$ cat src/rtl/ram_descramble_reader.sv
// Sequential reader for an asynchronous SRAM: walks START_ADDR..END_ADDR and
// presents each byte, with its bit order restored, behind a valid/ready handshake.
module ram_descramble_reader #(
  parameter int                 ADDR_W     = 5,
  parameter logic [ADDR_W-1:0]  START_ADDR = 'h04,
  parameter logic [ADDR_W-1:0]  END_ADDR   = 'h1E
) (
  input  logic              CLK,
  input  logic              RST_N,
  input  logic              START,
  output logic [ADDR_W-1:0] ADDR,
  output logic              CS_ram,
  output logic              OE_ram,
  output logic              WS_ram,
  input  logic [7:0]        DATA_ram,
  output logic [7:0]        DOUT,
  output logic              DOUT_VALID,
  input  logic              DOUT_READY,
  output logic              BUSY,
  output logic              DONE
);

  typedef enum logic [2:0] {
    ST_IDLE   = 3'd0,
    ST_SETUP  = 3'd1,
    ST_SAMPLE = 3'd2,
    ST_OUTPUT = 3'd3,
    ST_FINISH = 3'd4
  } state_t;

  state_t            state_reg, state_next;
  logic [ADDR_W-1:0] addr_reg, addr_next;
  logic [7:0]        data_reg, data_next;
  logic              cs_reg, cs_next;
  logic              oe_reg, oe_next;
  logic              valid_reg, valid_next;
  logic              done_reg, done_next;
  logic [7:0]        descr;

  // Undo the write-side interleave: low output nibble takes odd bits
  // high-to-low, high output nibble takes even bits low-to-high.
  genvar gi;
  generate
    for (gi = 0; gi < 8; gi++) begin : g_descr
      if (gi < 4) begin : g_lo
        assign descr[gi] = DATA_ram[7-2*gi];
      end else begin : g_hi
        assign descr[gi] = DATA_ram[2*gi-8];
      end
    end
  endgenerate

  always_comb begin
    state_next = state_reg;
    addr_next  = addr_reg;
    data_next  = data_reg;
    case (state_reg)
      ST_IDLE: begin
        if (START) begin
          addr_next  = START_ADDR;
          state_next = (START_ADDR > END_ADDR) ? ST_FINISH : ST_SETUP;
        end
      end
      ST_SETUP:  state_next = ST_SAMPLE;
      ST_SAMPLE: begin
        data_next  = descr;
        state_next = ST_OUTPUT;
      end
      ST_OUTPUT: begin
        // Test for the last address before incrementing so an all-ones
        // END_ADDR never wraps the counter back to zero.
        if (DOUT_READY) begin
          if (addr_reg == END_ADDR) begin
            state_next = ST_FINISH;
          end else begin
            addr_next  = addr_reg + 1'b1;
            state_next = ST_SETUP;
          end
        end
      end
      ST_FINISH: state_next = ST_IDLE;
      default:   state_next = ST_IDLE;
    endcase
  end

  // Strobes are registered from the next state so the RAM pins never glitch.
  always_comb begin
    cs_next    = 1'b1;
    oe_next    = 1'b0;
    valid_next = 1'b0;
    done_next  = 1'b0;
    case (state_next)
      ST_SETUP, ST_SAMPLE: begin
        cs_next = 1'b0;
        oe_next = 1'b1;
      end
      ST_OUTPUT: valid_next = 1'b1;
      ST_FINISH: done_next  = 1'b1;
      default: ;
    endcase
  end

  always_ff @(posedge CLK or negedge RST_N) begin
    if (!RST_N) begin
      state_reg <= ST_IDLE;
      addr_reg  <= '0;
      data_reg  <= 8'h00;
      cs_reg    <= 1'b1;
      oe_reg    <= 1'b0;
      valid_reg <= 1'b0;
      done_reg  <= 1'b0;
    end else begin
      state_reg <= state_next;
      addr_reg  <= addr_next;
      data_reg  <= data_next;
      cs_reg    <= cs_next;
      oe_reg    <= oe_next;
      valid_reg <= valid_next;
      done_reg  <= done_next;
    end
  end

  assign ADDR       = addr_reg;
  assign DOUT       = data_reg;
  assign CS_ram     = cs_reg;
  assign OE_ram     = oe_reg;
  assign WS_ram     = 1'b0;
  assign DOUT_VALID = valid_reg;
  assign DONE       = done_reg;
  assign BUSY       = (state_reg != ST_IDLE);

endmodule

$ cat config.mk
export PLATFORM = sky130hd
export DESIGN_NAME = ram_descramble_reader
export DESIGN_NICKNAME = d
export VERILOG_FILES = /design/src/rtl/ram_descramble_reader.sv
export SDC_FILE = /design/constraint.sdc
export NUM_CORES = 1
export LEC_CHECK = 0
export ABC_AREA = 0
export CORE_MARGIN = 10
export CORE_UTILIZATION = 46
export CTS_BUF_LIST = sky130_fd_sc_hd__clkbuf_8
export DETAILED_ROUTE_END_ITERATION = 10
export MAX_ROUTING_LAYER = met4
export PLACE_DENSITY_LB_ADDON = 0.08
export SYNTH_ARGS = -nofsm -noshare
export SYNTH_HDL_FRONTEND = slang
export SYNTH_SLANG_ARGS = --single-unit
$ cat constraint.sdc
create_clock -name CLK -period 1.6 [get_ports CLK]
set_input_delay 0.48 -clock CLK [delete_from_list [all_inputs] [get_ports CLK]]
set_output_delay 0.48 -clock CLK [all_outputs]
set_load 0.1 [all_outputs]
==> qor.yml, run 1 <==
fin_crit_sh_pct: 106.0
hold_ws_ns: 0.5681
vias: 753
grt_max_degree: 21
gp_congestion: 0.8424
worstReg2RegStart: "state_reg[2]"
grt_usage_pct: 12.18
numCtsBuffers: 3
grt_pass1_wl_um: 3974
fin_nets: 129
worstPathRequired_ns: 1.12
die_w_um: 64.74
drc: 0
die_area_sq_um: 4191
cap_violations: 0
fin_worst_skew_ns: 0.001511
r2r_slack_ns: 0.10
critPathKind: "reg2out"
hold_class: "in2async"
grt_setup_unrepaired: "true"
fillers: 121
mostFrequentLayoutCells: "buf_12 (19), dfrtp_1 (14), clkdlybuf4s50_1 (9), mux2_2 (8), buf_4 (7)"
rows: 16
yosysSeqAreaShare_pct: 54.48
htree_levels: 1
status: "finished, violations left"
drive_gt1_share_pct: 42.98
grt_overflow: 0
yosys_warnings: 0
cts_hold_buf: 0
worstRegToRegCells: 4
path_clk_slew_ns: 0.07
worst_setup_path_start_kind: "register"
grt_pass1_vias: 784
reg2reg_to: "ADDR[3]"
finalSetupViolCount: 1
largest_reg_flops: 8
syn_to_final_growth_pct: 67.12
grt_antenna_before_repair: 0
clock_sinks: 20
syn_avg_cell_area_sq_um: 11.96
synth_cells: 77
wl_um: 2497
fmax_mhz: 589.8
io_buffers: 29
worstSetupEndpointType: "primary output"
wl_per_cell_um: 17.71
via_per_inst: 5.340
clockBufferDepth: 2
setup_ws_ns: -0.09546
worstPathMaxFanout: 2
clk_latency_ns: 0.25
final-hold-violation-count: 0
synth.distinct_cells: 32
ant_nets: 0
io_pins: 31
cts_tree: "built"
antennaDiodeCount: 0
syn_area_sq_um: 920.9
initialDrtViolationCount: 20
cts_root_buf: "clkbuf_8"
synthesis.nets: 91
ys_seq_elements: 20
dp_hpwl_um: 1931
drv_slew: 0
initial_core_util_pct: 47.42
core-area_sq_um: 1942
period_minus_slack_ns: 1.695
die-height_um: 64.74
violations: "negative setup slack"
mostFrequentLayoutCell: "buf_12"
first_pass_iters: 6
cp_data_arrival_time_ns: 1.22
## logic make-up (layout without fill, tap and decap cells)
group           Yosys count  in the layout  share of synthesized area (%)
flops                    20             20                          54.48
compound gates           16             16                          10.73
buf+inv                   7             44                          4.348
other cells               1              1                         0.4072
mux                       8              8                          9.783
simple gates             23             23                          17.53
fa+ha+maj                 2              2                          2.717
## routing by layer
metal / wire, um / global-route usage [%]
met5: 0 / -
met4: 14 / 4.011
met3: 102 / 2.234
met2: 1355 / 22.17
met1: 1024 / 12.93
## worst max-delay path by stage
stage | end | from | depth (start not counted) | slack [ns]
finish | BUSY | state_reg[2] | 2 | -0.1
global route | BUSY | state_reg[2] | 2 | -0.11
CTS | BUSY | state_reg[0] | 2 | -0.09
detailed placement | ADDR[3] | DOUT_READY | 4 | -0.32
global placement | ADDR[3] | DOUT_READY | 4 | -0.23
floorplan | BUSY | state_reg[0] | 2 | 0.05
## cells in the mapped netlist
cell type   n  share of area [%]
dfstp_2     1                2.9
or4b_4      1                1.5
nor3_1      2                1.1
nand4b_2    1                1.6
inv_1       3                1.2
conb_1      1               0.41
nor4b_1     1               0.95
nand2b_1    1               0.68
a211oi_1    1               0.82
nand4_1     1               0.68
buf_4       1               0.82
buf_6       1                1.2
ha_1        2                2.7
nand2_1     2               0.82
nor4_1      1               0.68
nand3_1     4                2.2
or3_1       1               0.68
a21o_1      1               0.82
o211ai_1    2                1.6
buf_2       2                1.1
o21bai_1    2                1.6
o21ai_0     5                2.7
nor2_1      4                1.6
dfrtp_1    19                 52
or4_1       1               0.82
nor3b_4     1                2.0
mux2_2      8                9.8
and4_1      1               0.95
a21oi_1     3                1.6
a31oi_1     1               0.68
and4b_2     1                1.2
o21a_1      1               0.82
## through the flow
step | instances | setup WS, ns | utilization (%) | area [sq um] | TNS (ns)
global route | 141 | -0.1081 | 79.25 | 1539 | -0.1081
CTS | 141 | -0.09195 | 79.12 | 1536 | -0.09195
finish | 141 | -0.09546 | 79.25 | 1539 | -0.09546
global placement | 137 | -0.2267 | 76.35 | 1483 | -0.8897
floorplan | 77 | 0.04878 | - | 934.6 | 0
detailed placement | 137 | -0.3192 | 76.35 | 1483 | -1.094
## worst max-delay path, stage by stage, from the launching register on
cell and delay, ns:
dfrtp_1 0.39, or3_4 0.40, buf_12 0.17
## repair_timing
item,in CTS,in global routing
pin swaps,1,2
setup endpoints to repair,2,4
gates resized for setup,2,2
buffers inserted,0,0
## final cells by class
cell class                 instances  area [sq um]  share of cell area, %
timing repair buffer              37         544.3                  35.37
sequential                        20         510.5                  33.17
multi-input combinational         50         384.1                  24.96
clock buffer                       4         55.05                  3.577
tap                               27         33.78                  2.195
inverter                           3         11.26                 0.7317
Power of run 1 is left out: the tool's default activity adds up to more than one toggle a clock period on the data nets, which glitch-free logic cannot reach.
==> run 2: changes to the inputs <==
--- a/config.mk
+++ b/config.mk
@@ -12,6 +12,7 @@
 export DETAILED_ROUTE_END_ITERATION = 10
 export MAX_ROUTING_LAYER = met4
 export PLACE_DENSITY_LB_ADDON = 0.08
+export SLEW_MARGIN = 0
 export SYNTH_ARGS = -nofsm -noshare
 export SYNTH_HDL_FRONTEND = slang
 export SYNTH_SLANG_ARGS = --single-unit
==> results of run 2 <==
Final layout, timing and power as in run 1 (identical DEF).
Power of run 2 is left out for the same reason.
==> variant 1, RTL diff (settings of run 1) <==
Set the parameter `ADDR_W` to 7 (it was 5).
--- a/src/rtl/ram_descramble_reader.sv
+++ b/src/rtl/ram_descramble_reader.sv
@@ -3,3 +3,3 @@
 module ram_descramble_reader #(
-  parameter int                 ADDR_W     = 5,
+  parameter int                 ADDR_W     = 7,
   parameter logic [ADDR_W-1:0]  START_ADDR = 'h04,
Ports: changed (resized ADDR); port bits go from 31 to 33. The function was not compared with the original's and may differ.
==> variant 1 against run 1 <==
The run still ends with negative setup slack left. Setup slack got worse by 0.097 ns. Final area rose by 24%. Wire length rose by 93%. Sequential cell count rose by 2. Die area rose by 7.3%. Synthesized area rose by 11%. Clock skew rose by 0.0024 ns. Critical path type is now flip-flop to flip-flop.
Power is left out: the tool's default activity adds up to more than one toggle a clock period on the data nets, which glitch-free logic cannot reach.
==> variant 1: results (changes against run 1) <==
* Status: finished, violations left
* Violated checks: negative setup slack
* Met2 wire length at 2400 um (+77%)
* Largest net degree at the start of global routing at 23 (+9.5%)
* Worst-path maximum fanout at 4 (+2)
* Initial antenna violation count at 0 (unchanged)
* CTS Buf Count at 3 (unchanged)
* Synthesis Warnings at 0 (unchanged)
* Final setup violation count at 9 (+8)
* DPL Wire Length at 2240 um (+16%)
* Clock Tree Root: clkbuf_8
* Routed wire per std cell at 28.3 um (+60%)
* Non-Filler Instances at 170 (+21%)
* Top cells by area, synth: dfrtp_1 (52%), mux2_1 (8.8%), mux2i_1 (2.9%), dfstp_2 (2.6%), nand2_1 (2.6%)
* GP Congestion at 0.774 (-8.2%)
* Clk Latency, worst-skew pair at 0.28 ns (+0.03 ns)
* Worst EP arrival at 1.96 ns (+0.74 ns)
* Sequential element share of the synthesized area at 0.542 (-0.00307)
* M1 WL at 1760 um (+71%)
* Number of flip-flops in the largest register at 8 (unchanged)
* Max Used Layer: met4
* Synth Net Count at 102 (+12%)
* N_diodes at 0 (unchanged)
* Max Clock Skew at 0.00395 ns (+0.00244 ns)
* Synth unique cells at 30 (-6.3%)
* Ys async rst share at 1.00 (unchanged)
* H-tree depth at 1 (unchanged)
* PortBufs at 31 (+6.9%)
* Setup ws final at -0.193 ns (-0.0975 ns)
* Share of cells above drive strength 1 at 0.531 (+0.102)
* Drt pass-1 iters at 4 (-2)
* First-pass GRT wire length at 6060 um (+52%)
* Fill count at 56 (-54%)
* Vias in the first global route at 1082 (+38%)
* Clock buffer depth at 2 (unchanged)
* Drt first-iter violations at 98 (+390%)
* Synth cell count leaders: dfrtp_1 (21), mux2_1 (8), nand2_1 (7), nor2_1 (6), a21oi_1 (5)
* Clk slew on worst S/H paths at 0.09 ns (+0.02 ns)
* Mapped Avg Cell Area at 11.6 sq um (-3.2%)
* Synth Flop Type: dfrtp_1
* Met3 wire len at 398 um (+290%)
* Hold Path Class: input pin to async pin
* Nets at 158 (+22%)
* GR Util All Layers at 0.186 (+0.0643)
* Vias per inst at 6.07 (+14%)
variant 1: final timing paths:
path	slack, ns	endpoint	cells after the start	from
max	-0.19	ADDR[4]	5	ADDR[1]
min	0.56	DOUT[1]	2	RST_N
max reg2reg	-0.19	ADDR[4]	5	ADDR[1]
min reg2reg	0.57	DOUT[3]	1	DOUT[3]
max in group asynchronous	0.77	CS_ram	2	RST_N
min in group CLK	0.57	DOUT[3]	1	DOUT[3]
variant 1: cell families after synthesis:
family	after synthesis	synth area share
XOR/XNOR	2	0.0172
AND/OR/NAND/NOR	34	0.193
multiplexers	11	0.118
other	1	0.00368
buffers and inverters	5	0.0258
AO/OA/AOI/OAI	11	0.0762
flip-flops	22	0.542
adder cells (fa/ha/maj)	2	0.0246
variant 1: what timing repair did:
action,CTS,global route
gates cloned,0,0
setup endpoints to repair,7,15
pin swaps,1,8
setup buffers,5,5
hold buffers,0,0
gates resized for setup,7,13
variant 1: worst max-delay path, stage by stage (launching register included):
cell     delay, ns
dfrtp_4       0.47
buf_4         0.14
ha_1          0.19
inv_1         0.10
or4_1         0.54
a21oi_1       0.25
variant 1: final cells by class:
class,instances,area (sq um),area share
clock inverter,1,30.0,0.0157
multi-input combinational,61,538,0.281
clock buffer,3,41.3,0.0216
timing repair buffer,53,682,0.356
tap,27,33.8,0.0177
sequential,22,574,0.300
inverter,3,13.8,0.00719
variant 1: layer usage:
metal | vias up | track usage
met5 | - | -
met4 | 0 | 0.0821
met3 | 24 | 0.0368
met2 | 79 | 0.333
met1 | 509 | 0.192
li1 | 420 | -
variant 1: through the flow:
stage	setup WS [ns]	hold slack, ns	util	instance area (sq um)	setup TNS [ns]
2_1_floorplan	-0.109	0.184	-	1060	-0.251
3_3_place_gp	-0.301	0.533	0.822	1680	-1.72
3_5_place_dp	-0.342	0.543	0.822	1680	-2.05
4_1_cts	-0.0519	0.561	0.884	1810	-0.0519
5_1_grt	-0.259	0.588	0.937	1910	-1.08
6_report	-0.193	0.558	0.937	1910	-0.603
==> variant 2, RTL diff (flow settings as in run 1) <==
Made on the original files. Encoding of `state_t`: now one-hot (5 bits for 5 states).
--- a/src/rtl/ram_descramble_reader.sv
+++ b/src/rtl/ram_descramble_reader.sv
@@ -22,8 +22,8 @@
 
-  typedef enum logic [2:0] {
-    ST_IDLE   = 3'd0,
-    ST_SETUP  = 3'd1,
-    ST_SAMPLE = 3'd2,
-    ST_OUTPUT = 3'd3,
-    ST_FINISH = 3'd4
+  typedef enum logic [4:0] {
+    ST_IDLE   = 5'b00001,
+    ST_SETUP  = 5'b00010,
+    ST_SAMPLE = 5'b00100,
+    ST_OUTPUT = 5'b01000,
+    ST_FINISH = 5'b10000
   } state_t;
Check against the original RTL: same outputs for any inputs over 10 cycles, from zero or initial values and one cycle with RST_N low; not proved beyond that.
==> variant 2 against run 1 <==
Sequential cell count rose by 2. Synthesized area rose by 12%. Hold slack got worse by 0.0065 ns. Die area rose by 8.2%. Final area rose by 12%. Count of clock-buffer cells in the layout fell by 1. Setup slack improved by 0.13 ns. Wire length did not move. First-iteration DRC count rose by 25%. Critical path type unchanged.
==> variant 2: results (changes against run 1) <==
* Met1 usage at 0.141 (+0.0113)
* Mapped Avg Cell Area at 12.0 sq um (+0.24%)
* H-tree depth at 1 (unchanged)
* Drt first-iter violations at 25 (+25%)
* Number of flip-flops in the largest register at 8 (unchanged)
* Largest net degree at the start of global routing at 23 (+9.5%)
* Max Clock Skew at 0.00204 ns (+0.000530 ns)
* First-pass GRT wire length at 4220 um (+6.1%)
* Status: complete, no violations
* Nets at 142 (+10%)
* Worst EP arrival at 1.09 ns (-0.13 ns)
* CTS Buf Count at 3 (unchanged)
* Synth cell count leaders: dfrtp_1 (20), mux2_1 (8), nor2_1 (8), mux2i_1 (5), nand3_1 (4)
* Reg2Reg Depth at 5 (+1)
* Top cells by area, synth: dfrtp_1 (49%), mux2_1 (8.7%), dfstp_2 (5.1%), mux2i_1 (4.9%), nor2_1 (2.9%)
* Drt pass-1 iters at 4 (-2)
* Synthesis Warnings at 0 (unchanged)
* Mux contribution to synthesized area at 0.136 (+0.0381)
* Adder-cell share of the synthesized area at 0.0243 (-0.00290)
* Hold path cells at 1
* Placed Cells at 147 (+7.3%)
* Vias in the first global route at 883 (+13%)
* Met3 global-route usage at 0.0446 (+0.0223)
* Clock Tree Root: clkbuf_8
* Detailed Route WL at 2500 um (unchanged)
* Synth Net Count at 100 (+9.9%)
* Compound-cell area share of the yosys netlist at 0.0570 (-0.0503)
* Clk Latency, worst-skew pair at 0.26 ns
* DPL Wire Length at 1890 um (-1.9%)
* Share of cells above drive strength 1 at 0.425 (-0.00463)
* Initial antenna violation count at 0 (unchanged)
* N_diodes at 0 (unchanged)
* GR Util All Layers at 0.123 (+0.000771)
* Synth unique cells at 34 (+6.3%)
* Met2 Use GR at 0.200 (-0.0214)
* Worst vdd ir at 1.82 mV
* P_leak at 0.748 nW
* Worst-path maximum fanout at 2 (unchanged)
* PortBufs at 29 (unchanged)
* Ys async rst share at 1.00 (unchanged)
* GP Congestion at 0.806 (-4.3%)
* Hold Path Class: flip-flop to flip-flop
* Clock buffer depth at 2 (unchanged)
* Synth Area in XOR/XNOR at 0.00850 (+0.00850)
* Sequential element share of the synthesized area at 0.536 (-0.00843)
* Clk slew on worst S/H paths at 0.08 ns
* Routed wire per std cell at 16.1 um (-9.0%)
* Vias per inst at 5.32 (-0.45%)
==> variant 2: changes by cell type after synthesis, moves of 2 or more <==
cell | run 1 | this run
a21oi_1 | 3 | 1
and3_1 | 0 | 2
mux2_1 | 0 | 8
mux2_2 | 8 | 0
mux2i_1 | 0 | 5
nand3_2 | 0 | 2
nand4bb_1 | 0 | 2
nor2_1 | 4 | 8
nor3_1 | 2 | 0
o211ai_1 | 2 | 0
o21ai_0 | 5 | 3
==> variant 2: layer usage <==
| metal | up-vias | routed length [um] |
|---|---|---|
| li1 | 388 | - |
| met1 | 403 | 979 |
| met2 | 29 | 1300 |
| met3 | 4 | 192 |
| met4 | 0 | 25 |
| met5 | - | 0 |
==> variant 2: final timing paths <==
check | start | to | slack (ns)
max in group asynchronous | RST_N | CS_ram | 0.76
min in group asynchronous | RST_N | ADDR[3] | 0.57
worst min-delay path | DOUT[3] | DOUT[3] | 0.56
worst max-delay path | state_reg[4] | BUSY | 0.03
worst min register to register | DOUT[3] | DOUT[3] | 0.56
worst max register to register | ADDR[0] | ADDR[2] | 0.10
==> variant 2: layout make-up <==
class	count	area [sq um]
Clock buffer	3	41.3
Clock inverter	1	30.0
Fill cell	135	447
Inverter	3	11.3
Multi-Input combinational cell	57	468
Sequential cell	22	564
Tap cell	28	35.0
Timing Repair Buffer	41	573
==> variant 2: cells by family (layout without fill, tap and decap cells) <==
logic type,after synthesis,after routing
AND/OR/NAND/NOR,31,31
other,1,1
AO/OA/AOI/OAI,9,9
multiplexers,13,13
flip-flops,22,22
buffers and inverters,7,48
XOR/XNOR,1,1
adder cells (fa/ha/maj),2,2
==> variant 2: timing repair <==
action,CTS,global route
hold endpoints to repair,0,0
setup buffers,3,1
resized for setup,3,3
pin swaps,1,2
setup endpoints to repair,1,3
==> variant 2: worst max-delay path, cell delays in order, from the launching register on <==
cell and delay (ns):
dfrtp_2 0.43, nor2_4 0.14, nand3_4 0.09, buf_12 0.17
==> variant 2: power breakdown <==
part           switching [mW]  internal, mW  total (mW)
Combinational            1.44         0.851        2.29
Sequential              0.170         0.736       0.905
Clock                   0.176         0.334       0.509
==> variant 2: stage by stage <==
stage | setup TNS [ns] | util | area, sq um | hold slack (ns) | worst slack [ns]
final | 0 | 0.794 | 1720 | 0.562 | 0.0344
after global routing | -0.00426 | 0.794 | 1720 | 0.589 | -0.00426
after CTS | 0 | 0.781 | 1690 | 0.566 | 0.00342
after detailed placement | -0.801 | 0.734 | 1590 | 0.547 | -0.165
after global placement | -0.660 | 0.734 | 1590 | 0.540 | -0.117
after floorplan | -0.0524 | - | 1050 | 0.184 | -0.0524
